[src/rtl/cmos_capture_rgb565.sv]
// OV5640 DVP capture: pairs bytes into RGB565 words, crops to the frame-buffer
// window and only writes whole frames once SDRAM is ready and the sensor settled.
module cmos_capture_rgb565 #(
  parameter int H_ACTIVE    = 480,
  parameter int V_ACTIVE    = 272,
  parameter int SKIP_FRAMES = 10
) (
  input  logic        clk,
  input  logic        rst,
  input  logic        cmos_vsync,
  input  logic        cmos_href,
  input  logic [7:0]  cmos_data,
  input  logic        sdram_init_done,
  output logic        sys_we,
  output logic [15:0] sys_data_in,
  output logic        frame_valid,
  output logic [7:0]  frame_cnt,
  output logic        line_err
);

  localparam int XW = $clog2(H_ACTIVE + 1);
  localparam int YW = $clog2(V_ACTIVE + 1);
  localparam logic [XW-1:0] X_MAX  = XW'(H_ACTIVE);
  localparam logic [YW-1:0] Y_MAX  = YW'(V_ACTIVE);
  localparam logic [7:0]    SKIP_N = 8'(SKIP_FRAMES);

  typedef enum logic [1:0] {WAIT_INIT, SKIP, ARMED, CAPTURE} state_t;

  logic          vsync_d_reg, vsync_dd_reg;
  logic          href_d_reg, href_dd_reg;
  logic [7:0]    data_d_reg;
  logic [1:0]    init_sync_reg;
  state_t        state_reg;
  logic [7:0]    skip_cnt_reg;
  logic [7:0]    frame_cnt_reg;
  logic          frame_valid_reg;
  logic [XW-1:0] x_cnt_reg;
  logic [YW-1:0] y_cnt_reg;
  logic          toggle_reg;
  logic [7:0]    hi_byte_reg;
  logic          word_we_reg;
  logic [15:0]   word_reg;
  logic          line_err_reg;
  logic          sys_we_reg;
  logic [15:0]   sys_data_reg;

  logic fs, fe, href_fall, in_window, capturing;

  assign fs        = vsync_dd_reg & ~vsync_d_reg;
  assign fe        = ~vsync_dd_reg & vsync_d_reg;
  assign href_fall = href_dd_reg & ~href_d_reg;
  assign in_window = (x_cnt_reg < X_MAX) && (y_cnt_reg < Y_MAX);
  assign capturing = (state_reg == CAPTURE);

  always_ff @(posedge clk) begin
    if (rst) begin
      vsync_d_reg   <= 1'b0;
      vsync_dd_reg  <= 1'b0;
      href_d_reg    <= 1'b0;
      href_dd_reg   <= 1'b0;
      data_d_reg    <= 8'd0;
      init_sync_reg <= 2'b00;
    end else begin
      vsync_d_reg   <= cmos_vsync;
      vsync_dd_reg  <= vsync_d_reg;
      href_d_reg    <= cmos_href;
      href_dd_reg   <= href_d_reg;
      data_d_reg    <= cmos_data;
      init_sync_reg <= {init_sync_reg[0], sdram_init_done};
    end
  end

  always_ff @(posedge clk) begin
    if (rst) begin
      state_reg       <= WAIT_INIT;
      skip_cnt_reg    <= 8'd0;
      frame_cnt_reg   <= 8'd0;
      frame_valid_reg <= 1'b0;
    end else begin
      frame_valid_reg <= capturing;
      case (state_reg)
        WAIT_INIT: if (init_sync_reg[1]) begin
          state_reg    <= SKIP;
          skip_cnt_reg <= 8'd0;
        end
        SKIP: begin
          if (skip_cnt_reg == SKIP_N) state_reg <= ARMED;
          else if (fe)                skip_cnt_reg <= skip_cnt_reg + 8'd1;
        end
        // Waiting for a falling vsync guarantees we never join a frame midway.
        ARMED: if (fs) state_reg <= CAPTURE;
        CAPTURE: if (fe) begin
          state_reg     <= ARMED;
          frame_cnt_reg <= frame_cnt_reg + 8'd1;
        end
        default: state_reg <= WAIT_INIT;
      endcase
    end
  end

  always_ff @(posedge clk) begin
    if (rst) begin
      toggle_reg   <= 1'b0;
      hi_byte_reg  <= 8'd0;
      x_cnt_reg    <= '0;
      y_cnt_reg    <= '0;
      word_we_reg  <= 1'b0;
      word_reg     <= 16'd0;
      line_err_reg <= 1'b0;
    end else begin
      word_we_reg <= 1'b0;
      if (!capturing) begin
        toggle_reg <= 1'b0;
        x_cnt_reg  <= '0;
        y_cnt_reg  <= '0;
      end else begin
        if (href_d_reg) begin
          toggle_reg <= ~toggle_reg;
          if (!toggle_reg) begin
            hi_byte_reg <= data_d_reg;
          end else if (!fe) begin
            // A word completing on the frame-end cycle is dropped so no write
            // can land after frame_valid falls.
            if (in_window) begin
              word_we_reg <= 1'b1;
              word_reg    <= {hi_byte_reg, data_d_reg};
            end
            if (x_cnt_reg != X_MAX) x_cnt_reg <= x_cnt_reg + 1'b1;
          end
        end else begin
          toggle_reg <= 1'b0;
        end
        if (href_fall) begin
          x_cnt_reg <= '0;
          if (y_cnt_reg != Y_MAX) y_cnt_reg <= y_cnt_reg + 1'b1;
          if (in_window) line_err_reg <= 1'b1;
        end
      end
    end
  end

  always_ff @(posedge clk) begin
    if (rst) begin
      sys_we_reg   <= 1'b0;
      sys_data_reg <= 16'd0;
    end else begin
      sys_we_reg <= word_we_reg;
      if (word_we_reg) sys_data_reg <= word_reg;
    end
  end

  assign sys_we      = sys_we_reg;
  assign sys_data_in = sys_data_reg;
  assign frame_valid = frame_valid_reg;
  assign frame_cnt   = frame_cnt_reg;
  assign line_err    = line_err_reg;

endmodule

[config.mk]
export PLATFORM = sky130hd
export DESIGN_NAME = cmos_capture_rgb565
export DESIGN_NICKNAME = d
export VERILOG_FILES = /design/src/rtl/cmos_capture_rgb565.sv
export SDC_FILE = /design/constraint.sdc
export NUM_CORES = 1
export LEC_CHECK = 0
export ABC_AREA = 1
export CAP_MARGIN = 25
export CORE_MARGIN = 2
export CORE_UTILIZATION = 56
export CTS_CLUSTER_SIZE = 10
export DETAILED_ROUTE_END_ITERATION = 8
export PLACE_DENSITY = 0.85
export SLEW_MARGIN = 20
export SYNTH_ARGS = -nofsm -noshare
export SYNTH_HDL_FRONTEND = slang
export SYNTH_SLANG_ARGS = --single-unit
[constraint.sdc]
create_clock -name clk -period 1.8 [get_ports clk]
set_input_delay 0.36 -clock clk [delete_from_list [all_inputs] [get_ports clk]]
set_output_delay 0.36 -clock clk [all_outputs]
set_load 0.01 [all_outputs]
==> run metrics <==
status=finished clean; clk root buf=clkbuf_8; Chip Width=88.4 um; crit start category=flop; H-tree lvl count=3; clk_skew=15.7 ps; Die Height=88.4 um; power share of the clock group=32.4%; Synth top area share=47.7%; CP Class=reg2out; Tmin final=1710 ps; Avg Cell Area, Syn=7.40 um2; number of global-route vias before repair=3326; Final setup viols=0; fmax=586 MHz; initial antenna violation count=0; worst path cell trace=clkdlybuf4s50_1; R2R Setup Slk=190 ps; Final Net Count=606; Area Growth Syn to Fin=17.9%; P_sw=1.17 mW; Syn Inst Count=539; crit end category=output port; Synthesized Nets=559; capture point of the worst reg-to-reg path=x_cnt_reg[5]; Distinct cells, synth=34; Worst Setup EP=frame_cnt[2]; Levels on crit path=1; # diodes=0; Least-Margin Pin Slew=437 ps; Hold Path Depth=2; synth top area cells=dfxtp_1 48%, nand2_1 9.9%, nor2_1 9.6%; drt pass-1 iters=4; Worst EP required=1440 ps; total internal power=2.85 mW; Max Fanout on Critical Path=5; Max Slew Vio Count=0; RSZ-0062 raised after global routing=false; CTS tree=yes; Comb pwr share=12.3%; post-route ant nets=0; hold_buf cts=0; Util after Layout=68.8%; PortBufs=39; switching part of the total=29.1%; global-route usage over all layers=23.1%; FP Rows=30; Placed Instances=671; # DRC=0; Power Density=855 nW/um2; Relative slew margins=70.7%; Max stage delay cell, worst path=clkdlybuf4s50_1; vias=3562; CP max stage delay=560 ps; post-DP HPWL=6080 um; Peak VDD IR=0.488 mV; Max-Cap Viols=0; Final Instance Area=4700 um2; ratio of cells with drive above 1 in the final layout=8.29%; Pleak=1.90 nW; Placement Cell Area=4520 um2; Fin. Hold Viols=0; Yosys warnings=0; Die Area=7810 um2; Skew-Pair Late Insertion Delay=370 ps; r2r startpoint=x_cnt_reg[0]; Final Cycle Share=94.8%; CTS max path bufs=2; arrival time at the worst endpoint=1350 ps; worst path bufs/invs=1; Finished Layout Cells=687; total wire length=8410 um; Vias per Instance=5.18; global-route wire length before repair=14200 um; register share of total power=55.3%; num ports=40; post-synthesis sequential area ratio=47.7%; GP Congestion=0.880; final setup TNS=0 ps; area of the mapped netlist=3990 um2; CP Launch Point=frame_cnt[2]; initial DRC count=212; clock slew at reported path FFs=100 ps; Synth Register Bits=95; total CTS buffers=9; Reg2Reg Depth=7; Crit path max-delay family=buffers and inverters; per-cell routed wire length=12.2 um; area leader, netlist=dfxtp_1; GR Overflow Total=0; Core Area=6830 um2; initial core utilization=58.4%; worst hold path type=reg2reg; clk sinks=95; largest net degree at the start of global routing=25
[metrics by stage]
stage               hold WS, ps  setup slack, ps  power (mW)
finish                      411             94.3        4.02
global route                446             17.2        4.22
CTS                         418             87.3        4.05
detailed placement          404             28.6        2.76
global placement            399              172        2.74
floorplan                   388              468        2.61
[area by class of cell]
| cell class | instances | area, um2 |
|---|---|---|
| well taps | 96 | 120 |
| clock buffers | 10 | 128 |
| flip-flops and latches | 95 | 1900 |
| repair buffers | 52 | 488 |
| multi-input cells | 368 | 1790 |
| inverters | 60 | 225 |
| fillers | 598 | 2130 |
| clock inverters | 6 | 52.6 |
[routing by layer]
layer / vias to the layer above / share of wire (%) / wire [um] / global-route usage, %
met2: 86 / 51 / 4270 / 41.0
met3: 22 / 4.2 / 357 / 4.57
met1: 1636 / 43 / 3580 / 26.8
met4: 0 / 2.4 / 205 / 10.3
li1: 1818 / - / - / -
met5: - / 0 / 0 / 0
[cell usage after synthesis, drive strengths merged]
master / number
nor3b: 1
dfxtp: 95
o21a: 1
nand3b: 1
xor2: 10
nand4: 19
and2: 1
xnor2: 2
nor2: 104
buf: 9
o21ba: 1
nand2: 109
o211ai: 1
a21oi: 47
o21ai: 37
o21bai: 3
clkinv: 3
nand3: 19
ha: 7
nor3: 4
clkbuf: 7
inv: 57
a31oi: 1
[timing repair]
item	4_1_cts	5_1_grt
endpoints found under the setup margin	1	0
buffers inserted	0	0
gates resized for setup	1	0
[cells in the final DEF, fill, tap and decap left out, types with 3 or more instances in the layout]
| master | synthesis | layout |
|---|---|---|
| a21oi_1 | 47 | 47 |
| buf_4 | 2 | 13 |
| clkbuf_8 | 0 | 9 |
| clkdlybuf4s50_1 | 0 | 39 |
| clkinv_1 | 3 | 3 |
| dfxtp_1 | 95 | 95 |
| ha_1 | 7 | 7 |
| inv_1 | 47 | 47 |
| inv_2 | 10 | 10 |
| nand2_1 | 105 | 105 |
| nand2_2 | 4 | 4 |
| nand3_1 | 18 | 18 |
| nand4_1 | 19 | 19 |
| nor2_1 | 102 | 102 |
| o21ai_0 | 30 | 30 |
| o21ai_1 | 6 | 5 |
| o21bai_1 | 3 | 3 |
| xor2_1 | 10 | 10 |
[worst min path at each step]
| stage | to | start | slack [ps] |
|---|---|---|---|
| after floorplan | init_sync_reg[1] | init_sync_reg[0] | 390 |
| after global placement | init_sync_reg[1] | init_sync_reg[0] | 400 |
| final | init_sync_reg[1] | init_sync_reg[0] | 410 |
| after CTS | init_sync_reg[1] | init_sync_reg[0] | 420 |
| after global routing | init_sync_reg[1] | init_sync_reg[0] | 450 |
| after detailed placement | init_sync_reg[1] | init_sync_reg[0] | 400 |
[power groups by stage]
| stage | logic, mW | registers [mW] | clock network (mW) |
|---|---|---|---|
| CTS | 0.493 | 2.22 | 1.33 |
| global placement | 0.473 | 2.27 | 0 |
| detailed placement | 0.491 | 2.27 | 0 |
| global route | 0.557 | 2.23 | 1.43 |
| finish | 0.494 | 2.22 | 1.30 |
| floorplan | 0.355 | 2.26 | 0 |
[cells by family (layout without fill, tap and decap cells)]
logic type / count (synthesis) / after routing / synth area share (%)
xor+xnor: 12 / 12 / 2.64
buf+inv: 76 / 128 / 7.60
simple gates: 258 / 258 / 27.9
compound gates: 91 / 91 / 12.0
flops: 95 / 95 / 47.7
fa+ha+maj: 7 / 7 / 2.20
Power figures use the tool's default switching activity.
